## config.mk

```make
export PLATFORM = sky130hd
export DESIGN_NAME = fila_circular
export DESIGN_NICKNAME = d
export VERILOG_FILES = /design/src/rtl/fila_pkg.sv /design/src/rtl/fila_ptr.sv /design/src/rtl/fila_circular.sv
export SDC_FILE = /design/constraint.sdc
export NUM_CORES = 1
export LEC_CHECK = 0
export CAP_MARGIN = 20
export CORE_ASPECT_RATIO = 1.75
export CORE_MARGIN = 2
export CORE_UTILIZATION = 40
export CTS_BUF_LIST = sky130_fd_sc_hd__clkbuf_16
export DETAILED_ROUTE_END_ITERATION = 12
export SYNTH_ARGS = -nofsm -noshare
export SYNTH_HDL_FRONTEND = slang
export SYNTH_HIERARCHICAL = 1
export SYNTH_SLANG_ARGS = --single-unit
```

## constraint.sdc

```tcl
create_clock -name clock_10khz -period 2.1 [get_ports clock_10khz]
set_input_delay 0.42 -clock clock_10khz [delete_from_list [all_inputs] [get_ports clock_10khz]]
set_output_delay 0.42 -clock clock_10khz [all_outputs]
set_load 0.05 [all_outputs]
```

## src/rtl/fila_pkg.sv

```systemverilog
// fila_pkg: shared operation encoding and pointer wrap rule for the circular FIFO.
package fila_pkg;

    typedef enum logic [1:0] {OP_NONE, OP_ENQ, OP_DEQ, OP_BOTH} op_t;

    // Explicit compare-and-reset so DEPTH need not be a power of two
    function automatic int next_ptr(input int ptr, input int depth);
        return (ptr == depth - 1) ? 0 : ptr + 1;
    endfunction

endpackage

```

## src/rtl/fila_ptr.sv

```systemverilog
// fila_ptr: wrapping pointer register over 0..DEPTH-1 with advance and synchronous clear.
module fila_ptr
    import fila_pkg::*;
#(
    parameter int DEPTH = 8,
    localparam int PTR_W = $clog2(DEPTH)
) (
    input  logic             clk_i,
    input  logic             rst_ni,
    input  logic             clear_i,
    input  logic             adv_i,
    output logic [PTR_W-1:0] ptr_o
);

    logic [PTR_W-1:0] ptr_q, ptr_d;

    always_comb ptr_d = clear_i ? '0 : adv_i ? PTR_W'(next_ptr(32'(ptr_q), DEPTH)) : ptr_q;

    always_ff @(posedge clk_i or negedge rst_ni)
        if (!rst_ni) ptr_q <= '0;
        else         ptr_q <= ptr_d;

    assign ptr_o = ptr_q;

endmodule

```

## src/rtl/fila_circular.sv

```systemverilog
// fila_circular: parametrised circular-buffer FIFO with registered data output,
// occupancy count, full/empty status and overflow/underflow pulses.
module fila_circular
    import fila_pkg::*;
#(
    parameter int WIDTH = 8,
    parameter int DEPTH = 8,
    localparam int LEN_W = $clog2(DEPTH + 1)
) (
    input  logic             clock_10khz,
    input  logic             reset,
    input  logic             clear_in,
    input  logic [WIDTH-1:0] data_in,
    input  logic             enqueue_in,
    input  logic             dequeue_in,
    output logic [WIDTH-1:0] data_out,
    output logic             data_valid_out,
    output logic [LEN_W-1:0] len_out,
    output logic             full_out,
    output logic             empty_out,
    output logic             overflow_out,
    output logic             underflow_out
);

    localparam int PTR_W = $clog2(DEPTH);

    logic [WIDTH-1:0] mem_q [DEPTH];
    logic [PTR_W-1:0] wr_ptr, rd_ptr;
    logic [LEN_W-1:0] len_q, len_d;
    logic [WIDTH-1:0] data_q, data_d;
    logic             valid_q, valid_d, ovf_q, ovf_d, unf_q, unf_d;
    logic             full, empty, enq_ok, deq_ok;
    op_t              op;

    assign full  = len_q == LEN_W'(DEPTH);
    assign empty = len_q == '0;

    // Clear suppresses every operation and pulse for its cycle
    assign enq_ok = !clear_in & enqueue_in & (!full | dequeue_in);
    assign deq_ok = !clear_in & dequeue_in & !empty;
    assign op     = op_t'({deq_ok, enq_ok});

    always_comb begin
        len_d   = clear_in ? '0 :
                  op == OP_ENQ ? len_q + LEN_W'(1) :
                  op == OP_DEQ ? len_q - LEN_W'(1) : len_q;
        data_d  = deq_ok ? mem_q[rd_ptr] : data_q;
        valid_d = deq_ok;
        ovf_d   = !clear_in & enqueue_in & full & !dequeue_in;
        unf_d   = !clear_in & dequeue_in & empty;
    end

    fila_ptr #(.DEPTH(DEPTH)) u_wr_ptr (
        .clk_i   (clock_10khz),
        .rst_ni  (reset),
        .clear_i (clear_in),
        .adv_i   (enq_ok),
        .ptr_o   (wr_ptr)
    );

    fila_ptr #(.DEPTH(DEPTH)) u_rd_ptr (
        .clk_i   (clock_10khz),
        .rst_ni  (reset),
        .clear_i (clear_in),
        .adv_i   (deq_ok),
        .ptr_o   (rd_ptr)
    );

    always_ff @(posedge clock_10khz)
        if (enq_ok) mem_q[wr_ptr] <= data_in;

    always_ff @(posedge clock_10khz or negedge reset)
        if (!reset) begin
            len_q   <= '0;
            data_q  <= '0;
            valid_q <= 1'b0;
            ovf_q   <= 1'b0;
            unf_q   <= 1'b0;
        end else begin
            len_q   <= len_d;
            data_q  <= data_d;
            valid_q <= valid_d;
            ovf_q   <= ovf_d;
            unf_q   <= unf_d;
        end

    assign data_out       = data_q;
    assign data_valid_out = valid_q;
    assign len_out        = len_q;
    assign full_out       = full;
    assign empty_out      = empty;
    assign overflow_out   = ovf_q;
    assign underflow_out  = unf_q;

endmodule

```

# [Word-level counts from Yosys, hierarchy flattened]
# Memories as Yosys holds them, arrays and structs flattened. A register that Yosys moved wholly into a read port is not among the register bits.
# Index checks and enable logic that the tools add are counted.
[word_totals] register_bits=13 ramBits=64 input_bits=13 wordCells=44 memories=1
[memory_table] memory="mem_q" words=8 width=8 rd=1 rd_clocked_by_memory_dff=1 wr=1 line_no="fila_circular.sv:27" text="logic [WIDTH-1:0] mem_q [DEPTH];"
[classes] n_addsub=4 n_eq_ne=5 n_mux=11 n_bitwise=8 n_reduce_logical=9
[ops] cell="3-bit two-way mux" n=6
[ops] cell="4-bit two-way mux" n=3
[ops] cell="1-bit bitwise AND" n=7
[ops] cell="3-bit by 1-bit adder with 3-bit output (second input constant)" n=2
[ops] cell="3-bit by 1-bit == test with 1-bit output (second input constant)" n=2
[ops] cell="1-bit logical NOT" n=5
[ops] cell="4-bit by 1-bit adder with 4-bit output (second input constant)" n=1
[ops] cell="4-bit == test (second input constant)" n=1
[ops] cell="4-bit logical NOT" n=1
[ops] cell="2-bit nonzero test" n=2
[ops] cell="4-bit by 1-bit subtractor with 4-bit output (second input constant)" n=1
[ops] cell="3-bit nonzero test" n=1
[ops] cell="2-bit by 1-bit == test with 1-bit output (second input constant)" n=1
[ops] cell="2-bit == test (second input constant)" n=1
[ops] cell="1-bit two-way mux" n=2
[ops] cell="1-bit OR" n=1

# [Longest topological paths before layout]
[logic_depth] word_depth=8 ltp_mapped=9 mapped_depth_nobuf=8

# [By module]
# Netlist, hierarchy kept.
[by_module_without_submodules] mod="fila_circular" instances=1 cells_each=190 area_per_inst_um2=3278.1 seq_area_each_um2=2297.2
[by_module_without_submodules] mod="fila_ptr" instances=2 cells_each=12 area_per_inst_um2=151.4 seq_area_each_um2=75.1

# [Worst setup path before layout]
# Ideal clock, no wire load.
[synth_timing] path_type="register to register" start="register len_q[0] (netlist: len_out[0])" end="register u_rd_ptr.ptr_q[0] (netlist: u_rd_ptr/ptr_o[0])" t_arrival_ps=2579 setup_slack_ps=-552 stages_incl_launch_ff=7 synth_period_minus_slack_ps=2652 path_cell_list="dfrtp_1 > buf_6 > nor4_2 > nor3_2 > buf_2 > nand2b_1 > a21oi_2"
[synth_via] elab_chain_len=4
[synth_lines] element="start: declaration" line_no="fila_circular.sv:29" text="logic [LEN_W-1:0] len_q, len_d;"
[synth_lines] element="start signal: assignment" line_no="fila_circular.sv:80" text="len_q <= len_d;"
[synth_lines] element="4-bit logical NOT" line_no="fila_circular.sv:36" text="assign empty = len_q == '0;"
[synth_lines] element="named net empty_out" line_no="fila_circular.sv:20" text="output logic empty_out,"
[synth_lines] element="1-bit logical NOT" line_no="fila_circular.sv:40" text="assign deq_ok = !clear_in & dequeue_in & !empty;"
[synth_lines] element="1-bit bitwise AND" line_no="fila_circular.sv:40"
[synth_lines] element="named net deq_ok" line_no="fila_circular.sv:32" text="logic full, empty, enq_ok, deq_ok;"
[synth_lines] element="2-bit nonzero test (no line)"
[synth_lines] element="end signal: assignment" line_no="fila_ptr.sv:21" text="else ptr_q <= ptr_d;"
[synth_lines] element="end: declaration" line_no="fila_ptr.sv:15" text="logic [PTR_W-1:0] ptr_q, ptr_d;"
# The timed path passes the listed nets, and every way through them passes these cells.
# A chain may end at the register's enable or synchronous reset.

# [Worst setup path after layout]
[layout_timing] start="register len_q[1] (netlist: len_out[1])" end="register len_q[3] (netlist: len_out[3])"
[layout_via] elab_chain_len=7 elab_cells_between_ends=15
[layout_lines] element="4-bit == test" line_no="fila_circular.sv:35" text="assign full = len_q == LEN_W'(DEPTH);"
[layout_lines] element="1-bit logical NOT" line_no="fila_circular.sv:39" text="assign enq_ok = !clear_in & enqueue_in & (!full | dequeue_in);"
[layout_lines] element="1-bit OR" line_no="fila_circular.sv:39"
[layout_lines] element="1-bit bitwise AND" line_no="fila_circular.sv:39"
[layout_lines] element="2-bit by 1-bit == test with 1-bit output" line_no="fila_circular.sv:45" text="op == OP_ENQ ? len_q + LEN_W'(1) :"
[layout_lines] element="4-bit two-way mux" line_no="fila_circular.sv:45"
[layout_lines] element="4-bit two-way mux" line_no="fila_circular.sv:44" text="len_d = clear_in ? '0 :"
# Several ways; a longest one is shown, not always the timed one. The select of a mux whose other input is x is not followed.

==> results.md <==
* Outcome: finished, violations left
* Failing checks: setup timing
* Pwr dens at about 1200 nW/µm²
* Congestion Overflow GR at 0
* Slew Viols, Final at 0
* Top post-synthesis cells by count: edfxtp_1 (64), nor2_1 (23), dfrtp_1 (21), mux4_2 (16), mux2i_1 (15)
* Clock Path Buffers at 2
* Fin util at between 50% and 60%
* Crit path max fanout at 4
* Vias at 2003
* Initial antenna violation count at 0
* Top delay family on crit path: simple AND/OR/NAND/NOR gates
* Largest net degree at the start of global routing at 22
* PnR worst setup slack at -11.7 ps
* Synth area leader: edfxtp_1
* Met2 wire len at about 4100 µm
* Post-synthesis mux area share at roughly 14%
* First-pass GRT wire length at about 11000 µm
* GRT Total Usage at ~16%
* Vias in the first global route at 2007
* Area growth, synth to finish at 33.9%
* Core Region at 8670 µm²
* Number of flops mapped to enable cells by yosys at between 60 and 70
* Syn Inst Count at 214
* Clk Latency, worst-skew pair at approximately 340 ps
* Antenna-violating nets left at 0
* Tmin final at around 2100 ps
* Total Wirelength at 7140 µm
* Setup TNS at -11.7 ps
* Simple-Gate Fraction of Synth Area at 7.97%
* Largest family of logic cells by synthesized area: multiplexers
* XOR/XNOR Fraction of Synth Area at less than 1%
* Sequential fraction of the synthesis area at 68.3%
* Bufs and invs on worst path at 0
* CP arrival at around 2300 ps
* Setup crit end kind: flip-flop
* Syn_nets at ~230
* Worst path max stage delay at roughly 450 ps
* Fin crit share at 101%
* Starting density of the core at 41.3%
* Pre-CTS WS at -220 ps
* Via density at about 5.0
* RSZ-0062 raised after global routing: yes
* Setup-failing EPs final at 1
* Dpl hpwl at about 5000 µm
* Die area at between 9000 and 10000 µm²
* N_diodes at 0
* Die height at around 130 µm
* Root Buffer: clkbuf_16
* CP Launch Type: flip-flop
* WL/cell at between 15 and 20 µm
* Async set-or-reset flop fraction in the synthesized netlist at between 20 and 25%
* Leakage power at between 1.5 and 2 nW
* Die X at about 76 µm
* Sink Count at 85
* Worst-path clk slew at ~70 ps
* Avg Synthesized Cell Area at 16.7 µm²
* Setup Skew at 14.1 ps
* CTS H-tree depth at 3
* Synth cell types at 39
* Hold/Removal Path Class: in2async
* Drt pass-1 iters at 4
* PortBufs at 29
* Final Hold Viols at 0
* Adder-Cell Fraction of Synth Area at 2.66%
* DR top layer: met4
* Most numerous cell in the Yosys netlist: edfxtp_1
* Layout cell share with drive strength beyond 1 at a little over a third
* Highest clock rate at between 400 and 500 MHz
* Max-Cap Viols at 0
* Slowest-stage cell, CP: dfrtp_2
* NumNets Final at 299
* Design Power at 5.59 mW
* Worst EP required at approximately 2300 ps
* Syn. warnings at 6
* GPL Wtd Cong at about 0.8
* Top Ports at 30
* Main synth FF type: edfxtp_1
* Post-synthesis compound-gate area fraction at approximately 4.2%
* Cts bufs inserted at 9
* CTS tree: yes
* Top post-synthesis cells by area: edfxtp_1 (54%), dfrtp_1 (15%), mux4_2 (10%), mux2i_1 (4.2%), nor2_1 (2.4%)
* Synthesized cell area at ~3600 µm²
* Drc violations at 0
* Synth top area share at a little over half
* Crit Path Category: reg2reg
* Initial DRC Count at 81
* Relative slew slack at about 65%
* Crit-path cells: o31ai_4 > nand2_2 > or2_4 > ha_2 > nor2_1 > nor2_2 > mux2i_1 > a31oi_1
* Post-CTS Hold Fix Bufs at 0
* Metal-1 WL at ~2600 µm
* DR WL met3 at 208 µm
* # rows at 45
* Least-Margin Pin Slew at around 530 ps
* Post-synthesis register bit count at 85
* Max rail drop VDD at approximately 500 µV
==> sequential cells by signal (all words and copies together) (netlist names) <==
| signal | cells |
|---|---|
| data_out | 8 |
| data_valid_out | 1 |
| len_out | 4 |
| mem_q | 64 |
| overflow_out | 1 |
| u_rd_ptr/ptr_o | 3 |
| u_wr_ptr/ptr_o | 3 |
| underflow_out | 1 |
==> timing repair <==
action                     CTS  global route
setup buffers                2             0
gates resized for setup      5             3
setup endpoints to repair    4             2
pin swaps                    3             1
==> kinds of logic after synthesis <==
| family | count (synthesis) |
|---|---|
| flip-flops | 85 |
| XOR/XNOR | 2 |
| multiplexers | 31 |
| adder cells (fa/ha/maj) | 7 |
| buffers and inverters | 15 |
| AND/OR/NAND/NOR | 52 |
| AO/OA/AOI/OAI | 22 |
==> layout by cell type, fill, tap and decap left out, drive strengths merged, types with 3 or more instances in the layout <==
cell type,netlist,layout
edfxtp,64,64
buf,9,39
clkdlybuf4s50,0,23
nor2,23,23
dfrtp,21,21
mux4,16,16
mux2i,15,15
a21oi,11,11
clkbuf,1,10
nand2b,8,8
inv,5,6
ha,6,6
nor3,6,6
nand2,3,3
clkinv,0,3
==> metrics by stage <==
stage	std cells	instance area, µm²	hold slack, ps
2_1_floorplan	214	3670	124
3_3_place_gp	383	4410	511
3_5_place_dp	383	4410	518
4_1_cts	401	4780	436
5_1_grt	401	4790	454
6_report	401	4790	433
==> routing by layer <==
layer  global-route usage [%]  vias to the layer above
li1                         -                      955
met1                     16.9                      998
met2                     28.5                       39
met3                     4.67                       11
met4                     7.84                        0
met5                        0                        -
==> path summary, 6_finish.rpt <==
path	endpoint	slack, ps	depth (start not counted)	start
max in group asynchronous	len_out[3]$_DFFE_PN0P_	1420	2	reset
hold reg to reg	data_out[1]$_DFFE_PN0P_	530	2	data_out[1]$_DFFE_PN0P_
setup reg to reg	len_out[3]$_DFFE_PN0P_	-10	8	len_out[1]$_DFFE_PN0P_
setup / recovery	len_out[3]$_DFFE_PN0P_	-10	8	len_out[1]$_DFFE_PN0P_
hold / removal	len_out[2]$_DFFE_PN0P_	430	2	reset
min in group clock_10khz	data_out[1]$_DFFE_PN0P_	530	2	data_out[1]$_DFFE_PN0P_
==> power by group <==
group          internal (mW)  switching (mW)
combinational          0.777            1.00
sequential              1.95           0.101
clock                   1.12           0.641
==> layout make-up <==
type	count	area (µm²)
Clock buffer	10	250
Clock inverter	6	92.6
Fill cell	713	3880
Inverter	5	18.8
Multi-Input combinational cell	114	1170
Sequential cell	85	2450
Tap cell	117	146
Timing Repair Buffer	64	666
(Power assumes the default switching activity.)
